==> config.mk <==
export PLATFORM = sky130hd
export DESIGN_NAME = pulse_peak_detector
export DESIGN_NICKNAME = d
export VERILOG_FILES = /design/src/rtl/shaper_pkg.sv /design/src/rtl/peak_out_buffer.sv /design/src/rtl/pulse_peak_detector.sv
export SDC_FILE = /design/constraint.sdc
export NUM_CORES = 1
export LEC_CHECK = 0
export CAP_MARGIN = 20
export CORE_MARGIN = 5
export CORE_UTILIZATION = 55
export CTS_CLUSTER_SIZE = 20
export DETAILED_ROUTE_END_ITERATION = 16
export DONT_BUFFER_PORTS = 1
export GPL_TIMING_DRIVEN = 0
export HOLD_SLACK_MARGIN = 0.02
export PLACE_DENSITY = 0.72
export SYNTH_ARGS = -nofsm -noshare
export SYNTH_HDL_FRONTEND = slang
export SYNTH_SLANG_ARGS = --single-unit
==> constraint.sdc <==
create_clock -name clk -period 4.1 [get_ports clk]
set_input_delay 0 -clock clk [delete_from_list [all_inputs] [get_ports clk]]
set_output_delay 0 -clock clk [all_outputs]
set_load 0.02 [all_outputs]
==> src/rtl/shaper_pkg.sv <==
// Shared types and helpers for the pulse peak detection path.
// Latency: none (types, constants and a combinational helper only).
// Backpressure: n/a; sat_inc keeps event/drop counters pinned at all-ones.
package shaper_pkg;

  localparam int DW_DEF    = 14;
  localparam int TS_W_DEF  = 32;
  localparam int CNT_W_DEF = 16;

  typedef enum logic [1:0] {
    IDLE   = 2'd0,
    RISE   = 2'd1,
    HOLD   = 2'd2,
    COMMIT = 2'd3
  } state_t;

  // Increment v unless it already sits at the all-ones value of a w-bit counter.
  function automatic logic [31:0] sat_inc(input logic [31:0] v, input int w);
    logic [31:0] lim;
    lim = (w >= 32) ? 32'hFFFF_FFFF : ((32'd1 << w) - 32'd1);
    return (v >= lim) ? v : v + 32'd1;
  endfunction

endpackage

==> src/rtl/peak_out_buffer.sv <==
// Single-entry event register between the detector FSM and the histogram stage.
// Latency: a load shows on peak_valid the cycle after the load request.
// Backpressure: a load is taken only if the slot is empty or drains this cycle, otherwise it is counted as a drop.
module peak_out_buffer
  import shaper_pkg::*;
#(
  parameter int DW    = DW_DEF,
  parameter int TS_W  = TS_W_DEF,
  parameter int CNT_W = CNT_W_DEF
) (
  input  logic             clk,
  input  logic             rst,
  input  logic             load,
  input  logic [DW-1:0]    load_height,
  input  logic [TS_W-1:0]  load_time,
  input  logic             load_pileup,
  output logic             peak_valid,
  input  logic             peak_ready,
  output logic [DW-1:0]    peak_height,
  output logic [TS_W-1:0]  peak_time,
  output logic             peak_pileup,
  output logic [CNT_W-1:0] event_count,
  output logic [CNT_W-1:0] drop_count
);

  logic accept;
  logic load_ok;

  // Ready is only meaningful while an event is being presented.
  assign accept  = peak_valid & peak_ready;
  // The slot frees up in the same cycle it is accepted, so accept+load back-to-back is lossless.
  assign load_ok = load & (~peak_valid | accept);

  // Output register, handshake state and event/drop counters.
  always_ff @(posedge clk) begin
    if (!rst) begin
      peak_valid  <= 1'b0;
      peak_height <= '0;
      peak_time   <= '0;
      peak_pileup <= 1'b0;
      event_count <= '0;
      drop_count  <= '0;
    end else begin
      if (load_ok) begin
        peak_valid  <= 1'b1;
        peak_height <= load_height;
        peak_time   <= load_time;
        peak_pileup <= load_pileup;
        event_count <= CNT_W'(sat_inc(32'(event_count), CNT_W));
      end else if (accept) begin
        peak_valid <= 1'b0;
      end
      if (load && !load_ok) begin
        drop_count <= CNT_W'(sat_inc(32'(drop_count), CNT_W));
      end
    end
  end

endmodule

==> src/rtl/pulse_peak_detector.sv <==
// Threshold pulse detector: tracks the first maximum of each pulse, its timestamp and pile-up.
// Latency: peak_valid rises HOLDOFF+2 cycles after the first below-threshold registered sample.
// Backpressure: one-entry output buffer; events finishing while it is still occupied are dropped and counted.
module pulse_peak_detector
  import shaper_pkg::*;
#(
  parameter int DW        = DW_DEF,
  parameter int HOLDOFF   = 16,
  parameter int MAX_WIDTH = 420,
  parameter int TS_W      = TS_W_DEF,
  parameter int CNT_W     = CNT_W_DEF
) (
  input  logic             clk,
  input  logic             rst,
  input  logic             enable,
  input  logic [DW-1:0]    shaped_in,
  input  logic [DW-1:0]    thresh,
  output logic             peak_valid,
  input  logic             peak_ready,
  output logic [DW-1:0]    peak_height,
  output logic [TS_W-1:0]  peak_time,
  output logic             peak_pileup,
  output logic [CNT_W-1:0] event_count,
  output logic [CNT_W-1:0] drop_count
);

  localparam int WW = $clog2(MAX_WIDTH + 1);
  localparam int HW = $clog2(HOLDOFF + 1);

  state_t          state;
  logic [DW-1:0]   s_q;
  logic [TS_W-1:0] s_tag;
  logic [TS_W-1:0] ts;
  logic [DW-1:0]   max_v;
  logic [TS_W-1:0] max_ts;
  logic [WW-1:0]   width;
  logic [WW-1:0]   width_inc;
  logic [HW-1:0]   hcnt;
  logic            pile;
  logic            trigger;
  logic            new_max;
  logic            width_full;
  logic            commit;

  // Samples and thresholds are two's complement; compare them as signed values.
  assign trigger    = $signed(s_q) > $signed(thresh);
  // Strict compare so a flat top keeps the timestamp of its first sample.
  assign new_max    = $signed(s_q) > $signed(max_v);
  // Width saturates at MAX_WIDTH; pile-up is latched once it gets there.
  assign width_inc  = (width >= WW'(MAX_WIDTH)) ? width : width + WW'(1);
  assign width_full = width_inc >= WW'(MAX_WIDTH);
  // A disabled cycle abandons even an event that has reached COMMIT.
  assign commit     = enable && (state == COMMIT);

  // Input register and free-running timestamp; each sample carries the count at capture time.
  always_ff @(posedge clk) begin
    if (!rst) begin
      ts    <= '0;
      s_q   <= '0;
      s_tag <= '0;
    end else begin
      ts    <= ts + TS_W'(1);
      s_q   <= shaped_in;
      s_tag <= ts;
    end
  end

  // Pulse FSM: start on trigger, follow the maximum, wait HOLDOFF quiet cycles, then commit once.
  always_ff @(posedge clk) begin
    if (!rst) begin
      state  <= IDLE;
      max_v  <= '0;
      max_ts <= '0;
      width  <= '0;
      pile   <= 1'b0;
      hcnt   <= '0;
    end else if (!enable) begin
      state <= IDLE;
    end else begin
      case (state)
        IDLE: begin
          if (trigger) begin
            state  <= RISE;
            max_v  <= s_q;
            max_ts <= s_tag;
            width  <= WW'(1);
            pile   <= 1'b0;
          end
        end
        RISE: begin
          if (trigger) begin
            width <= width_inc;
            if (width_full) pile <= 1'b1;
            if (new_max) begin
              max_v  <= s_q;
              max_ts <= s_tag;
            end
          end else begin
            state <= HOLD;
            hcnt  <= '0;
          end
        end
        HOLD: begin
          if (trigger) begin
            // A second crossing inside the hold-off window merges into this event as pile-up.
            state <= RISE;
            pile  <= 1'b1;
            width <= width_inc;
            if (new_max) begin
              max_v  <= s_q;
              max_ts <= s_tag;
            end
          end else if (hcnt == HW'(HOLDOFF - 1)) begin
            state <= COMMIT;
          end else begin
            hcnt <= hcnt + HW'(1);
          end
        end
        COMMIT: begin
          // Any trigger in this cycle is ignored; IDLE looks at the next sample.
          state <= IDLE;
        end
        default: state <= IDLE;
      endcase
    end
  end

  peak_out_buffer #(
    .DW    (DW),
    .TS_W  (TS_W),
    .CNT_W (CNT_W)
  ) u_out (
    .clk         (clk),
    .rst         (rst),
    .load        (commit),
    .load_height (max_v),
    .load_time   (max_ts),
    .load_pileup (pile),
    .peak_valid  (peak_valid),
    .peak_ready  (peak_ready),
    .peak_height (peak_height),
    .peak_time   (peak_time),
    .peak_pileup (peak_pileup),
    .event_count (event_count),
    .drop_count  (drop_count)
  );

endmodule

[Word-level counts from Yosys, hierarchy flattened]
Index checks and enable logic that the tools add are counted.
Word-level totals
  flip-flop bits (word level): 221
Cells by class
  $add $sub $neg: 5
  magnitude comparators: 6
  equality and inequality tests: 14
  multiplexer cells: 28
  bitwise logic cells: 6
  reductions and logical operators: 17
Operators by type and width (number)
  32-bit 2-to-1 mux: 3
  32-bit case mux with 2 select lines: 1
  14-bit 2-to-1 mux: 3
  16-bit by 1-bit adder with 16-bit output (second input constant): 2
  32-bit by 1-bit adder with 32-bit output (second input constant): 1
  16-bit greater-or-equal comparator (second input constant): 2
  14-bit greater-than comparator: 2
  14-bit case mux with 2 select lines: 1
  9-bit 2-to-1 mux: 3
  9-bit greater-or-equal comparator (second input constant): 2
  9-bit case mux with 2 select lines: 1
  5-bit 2-to-1 mux: 3
  2-bit != test (second input constant): 7
  5-bit case mux with 2 select lines: 1
  5-bit AND reduction: 2
  9-bit by 1-bit adder with 9-bit output (second input constant): 1
  2-bit 2-to-1 mux: 4
  2-bit case mux with 4 select lines: 1
  1-bit 2-to-1 mux: 6
  2-bit AND reduction: 3
  6-bit AND reduction: 1
  2-bit nonzero test: 3
  5-bit by 1-bit adder with 5-bit output (second input constant): 1
  5-bit by 4-bit equality test with 1-bit output (second input constant): 1
  15 further kinds: 21

[Depth between registers and ports, before layout]
  depth in word-level cells: 6
  gate-level depth with buffers: 11
  depth with buffers taken out: 9

[Hierarchy]
A second synthesis with hierarchy kept.
Unflattened totals
  cells, all modules: 1109
  area total of the unflattened synthesis: 9685.5 µm²
Modules (own cells, without submodules)
  pulse_peak_detector: instances 1, cells an instance 701, area an instance 6378.6 µm², seq. area each 2822.7 µm²
  peak_out_buffer: instances 1, cells an instance 408, area an instance 3306.9 µm², seq. area each 1601.5 µm²

[Worst setup path after synthesis]
No wires, ideal clock.
  kind: register to register
  start point: reg s_q[4]
  end point: reg max_ts[10]
  arrival: 2.310 ns
  setup slack: 1.718 ns
  stages on the path, launching flop included: 11
  path buffers: 2
  path through: dfxtp_1 > ha_1 > nand4_1 > o21bai_1 > a311o_1 > a21oi_1 > o31a_1 > a21boi_1 > buf_6 > buf_6 > mux2i_1
Between the ends
  word-level cells in the longest chain between the ends: 3
RTL lines
  from (decl): RTL line pulse_peak_detector.sv:31  | logic [DW-1:0] s_q;
  from (signal assigned): RTL line pulse_peak_detector.sv:63  | s_q <= shaped_in;
  14-bit greater-than comparator, on equally long branches: RTL line pulse_peak_detector.sv:48, pulse_peak_detector.sv:46
  2-bit by 1-bit != test with 1-bit output (no source line) or 2-bit != test (tied branches)
  5-bit AND reduction (no source line) (*)
  to (signal assigned): RTL line pulse_peak_detector.sv:85  | max_ts <= s_tag;
  to (signal assigned): RTL line pulse_peak_detector.sv:96  | max_ts <= s_tag;
  to (signal assigned): RTL line pulse_peak_detector.sv:111  | max_ts <= s_tag;
  to (decl): RTL line pulse_peak_detector.sv:35  | logic [TS_W-1:0] max_ts;
Every way passes the cells marked *; elsewhere a longest branch is shown, timed or not.
A chain may end at the register's enable or synchronous reset.

[Final worst setup path]
  start point: reg s_q[11]
  end point: reg max_v[9]
Between the ends
  word-level cells in the longest chain between the ends: 3
RTL lines
  14-bit greater-than comparator, on equally long branches: RTL line pulse_peak_detector.sv:48, pulse_peak_detector.sv:46
  2-bit by 1-bit != test with 1-bit output (no source line) or 2-bit != test (tied branches)
  5-bit AND reduction (no source line) (*)
  to (signal assigned): RTL line pulse_peak_detector.sv:84  | max_v <= s_q;
  to (signal assigned): RTL line pulse_peak_detector.sv:95  | max_v <= s_q;
  to (signal assigned): RTL line pulse_peak_detector.sv:110  | max_v <= s_q;
  to (decl): RTL line pulse_peak_detector.sv:34  | logic [DW-1:0] max_v;
Marks and branches as above.

==> results.txt <==
Reg-to-reg endpoint -> max_v[9]
Layout Area Growth over Synthesis -> 13.58%
Number of global-route vias before repair -> 6923
Crit Path Category -> flop to flop
Met3 wire len -> 1441 um
Clk_lat worst skew -> 0.51 ns
Die width -> 140.5 um
Total vias in the final route -> 7310
Via density -> 5.351
Metal2 WL -> 9589 um
Worst Path Required -> 4.52 ns
Flops & latches, synth -> 221
Post-synthesis sequential area ratio -> 47.23%
Avg WL per Cell -> 15.33 um
Fillers -> 1386
Final core occ -> 63.93%
Ports -> 112
Status -> finished, final reports clean
Unique masters post-synth -> 54
Setup Total Neg Slack -> 0 ns
Top sig layer -> met4
Commonest non-fill, non-tap cell in the layout -> nand2_1
Reg-to-reg setup timing slack -> 1.16 ns
# Max-Cap Violations -> 0
Placed insts -> 1308
Postcts setup bufs -> 0
Cells after synthesis -> 1088
Fin cells -> 1366
Hold crit path type -> primary input to flop
GP Congestion -> 0.8930
Fmax -> 0.3403 GHz
Routed Antenna Nets -> 0
Max-slew violations -> 0
GRT Resource Usage Total -> 20.65%
Leakage power -> 3.962 nW
Largest net degree at the start of global routing -> 14
Post-synth ARST share -> 0%
RSZ-0062 raised after global routing -> false
Setup violators final -> 0
Pwr Density -> 446.2 nW/um^2
Starting Density -> 56.29%
Final Hold Violating Endpoints -> 0
Die area -> 19740 sq um
Relative slew slack -> 53.81%
Number of flops mapped to enable cells by yosys -> 0
Residual DRC -> 0
GRT Residual Overflow -> 0
Initial antenna violation count -> 0
CP endpoint kind -> flop
Clock skew -> 0.01553 ns
Number of buffers created by CTS -> 24
First-pass GRT wire length -> 34390 um
CP startpoint -> s_q[11]
Reg2reg path depth -> 10
WP data arrival -> 3.36 ns
Least-Margin Pin Slew -> 0.6929 ns
Setup crit end -> max_v[9]
Routed WL -> 20940 um
YS warnings -> 0
Antenna cells -> 0
CP max FO -> 10
Share of cells above drive strength 1 -> 4.276%
CP startpoint kind -> flop
Fin crit period -> 2.938 ns
Pre-Repair DR Iteration Count -> 5
Final nets -> 1203
Max VDD drop -> 0.3045 mV
Post-DP HPWL -> 14910 um
TritonCTS clock tree -> done
IO Port Bufs -> 0
Mean Syn Cell Area -> 8.610 sq um
Clk slew on worst S/H paths -> 0.06 ns
Clk sinks -> 221
Longest Clk Path Bufs -> 3
Post-Synthesis Cell Area -> 9368 sq um
Iteration-0 DRC Markers -> 402
Core area -> 16640 sq um
Syn_nets -> 1161
H-tree Lvls -> 1
Vert. Die Dim -> 140.5 um
Wl on met1 -> 9632 um
Reg-to-Reg Start -> s_q[11]
Final worst-path cycle share -> 71.67%
Primary FF master, synth -> dfxtp_1
CTS root buffer -> clkbuf_16
Row count -> 47
Most frequent cells in the layout -> nand2_1 (242), dfxtp_1 (221), a21oi_1 (86)
-- routing by layer --
layer / vias to the layer above / global-route usage, %
li1: 3730 / -
met1: 3385 / 28.27
met2: 170 / 32.81
met3: 25 / 5.453
met4: 0 / 4.742
met5: - / 0
-- synthesized netlist by cell type, drive strengths merged, types with 6 or more instances --
master | count | area (sq um)
xor2 | 33 | 289.0
or3 | 15 | 93.84
ha | 41 | 513.0
nor3 | 6 | 30.03
o31ai | 8 | 60.06
clkbuf | 43 | 161.4
nor2 | 66 | 247.7
xnor2 | 13 | 113.9
and3 | 19 | 123.9
nand2b | 8 | 50.05
buf | 8 | 68.81
o21ai | 23 | 115.1
nand4 | 19 | 125.1
a21oi | 86 | 430.4
mux2i | 50 | 500.5
nand2 | 242 | 908.4
inv | 46 | 172.7
and2 | 55 | 344.1
nor4 | 6 | 37.54
dfxtp | 221 | 4424
nand3 | 27 | 135.1
-- registers in the layout, summed over array words and instances, names as in the netlist --
register	count
width	9
max_v	14
u_out.peak_valid	1
s_tag	32
u_out.peak_height	14
state	2
u_out.peak_pileup	1
s_q	14
ts	32
u_out.drop_count	16
pile	1
hcnt	5
max_ts	32
u_out.peak_time	32
u_out.event_count	16
-- critical path: stages, from the launching register on --
cell	delay (ns)
dfxtp_1	0.38
ha_1	0.28
a211oi_1	0.25
o22ai_1	0.11
a31oi_1	0.43
and3_4	0.31
o31a_1	0.23
a21boi_1	0.25
buf_6	0.21
buf_6	0.19
mux2i_1	0.21
-- stage by stage --
| stage | cell area [sq um] | hold slack [ns] | power (W) | worst slack, ns |
|---|---|---|---|---|
| 3_3_place_gp | 9643 | 0.1297 | 0.002546 | 1.253 |
| 2_1_floorplan | 9368 | 0.1273 | 0.002474 | 1.718 |
| 6_report | 10640 | 0.1245 | 0.004747 | 1.162 |
| 4_1_cts | 10640 | 0.1140 | 0.004799 | 1.168 |
| 5_1_grt | 10640 | 0.1388 | 0.004932 | 0.9064 |
| 3_5_place_dp | 9643 | 0.1303 | 0.002550 | 1.203 |
-- power breakdown --
part,internal [W],switching (W),leakage (nW)
logic,0.000127,0.000192,1.77
clock network,0.00139,0.000843,0.411
registers,0.00217,0.0000254,1.79
total,0.00369,0.00106,3.96
-- worst min path at each step --
stage,to,depth (start not counted),from,slack (ns)
final,u_out.event_count[7],5,enable,0.12
after global routing,s_q[5],2,shaped_in[5],0.14
after CTS,u_out.event_count[7],5,enable,0.11
after detailed placement,s_q[8],1,shaped_in[8],0.13
after global placement,s_q[10],1,shaped_in[10],0.13
after floorplan,s_q[0],1,shaped_in[0],0.13
-- cells by family after synthesis --
kind of cell | count (synthesis) | share of synthesized area [%]
AND/OR/NAND/NOR | 478 | 23.59
XOR/XNOR | 46 | 4.301
buffers and inverters | 97 | 4.301
AO/OA/AOI/OAI | 155 | 9.764
flip-flops | 221 | 47.23
multiplexers | 50 | 5.343
adder cells (fa/ha/maj) | 41 | 5.476
-- area by class of cell --
type	count	area, sq um	area share (%)
Tap cell	220	275.3	2.587
Multi-Input combinational cell	770	4541	42.67
Buffer	51	230.2	2.164
Timing Repair Buffer	16	160.2	1.505
Inverter	46	172.7	1.623
Clock buffer	34	708.2	6.656
Clock inverter	8	128.9	1.211
Sequential cell	221	4424	41.58
-- repair_timing --
action                    CTS  global route
hold buffers               16             0
hold endpoints to repair   26             0
resized for setup           0             0
No activity file was read; power rests on OpenSTA's default activity.
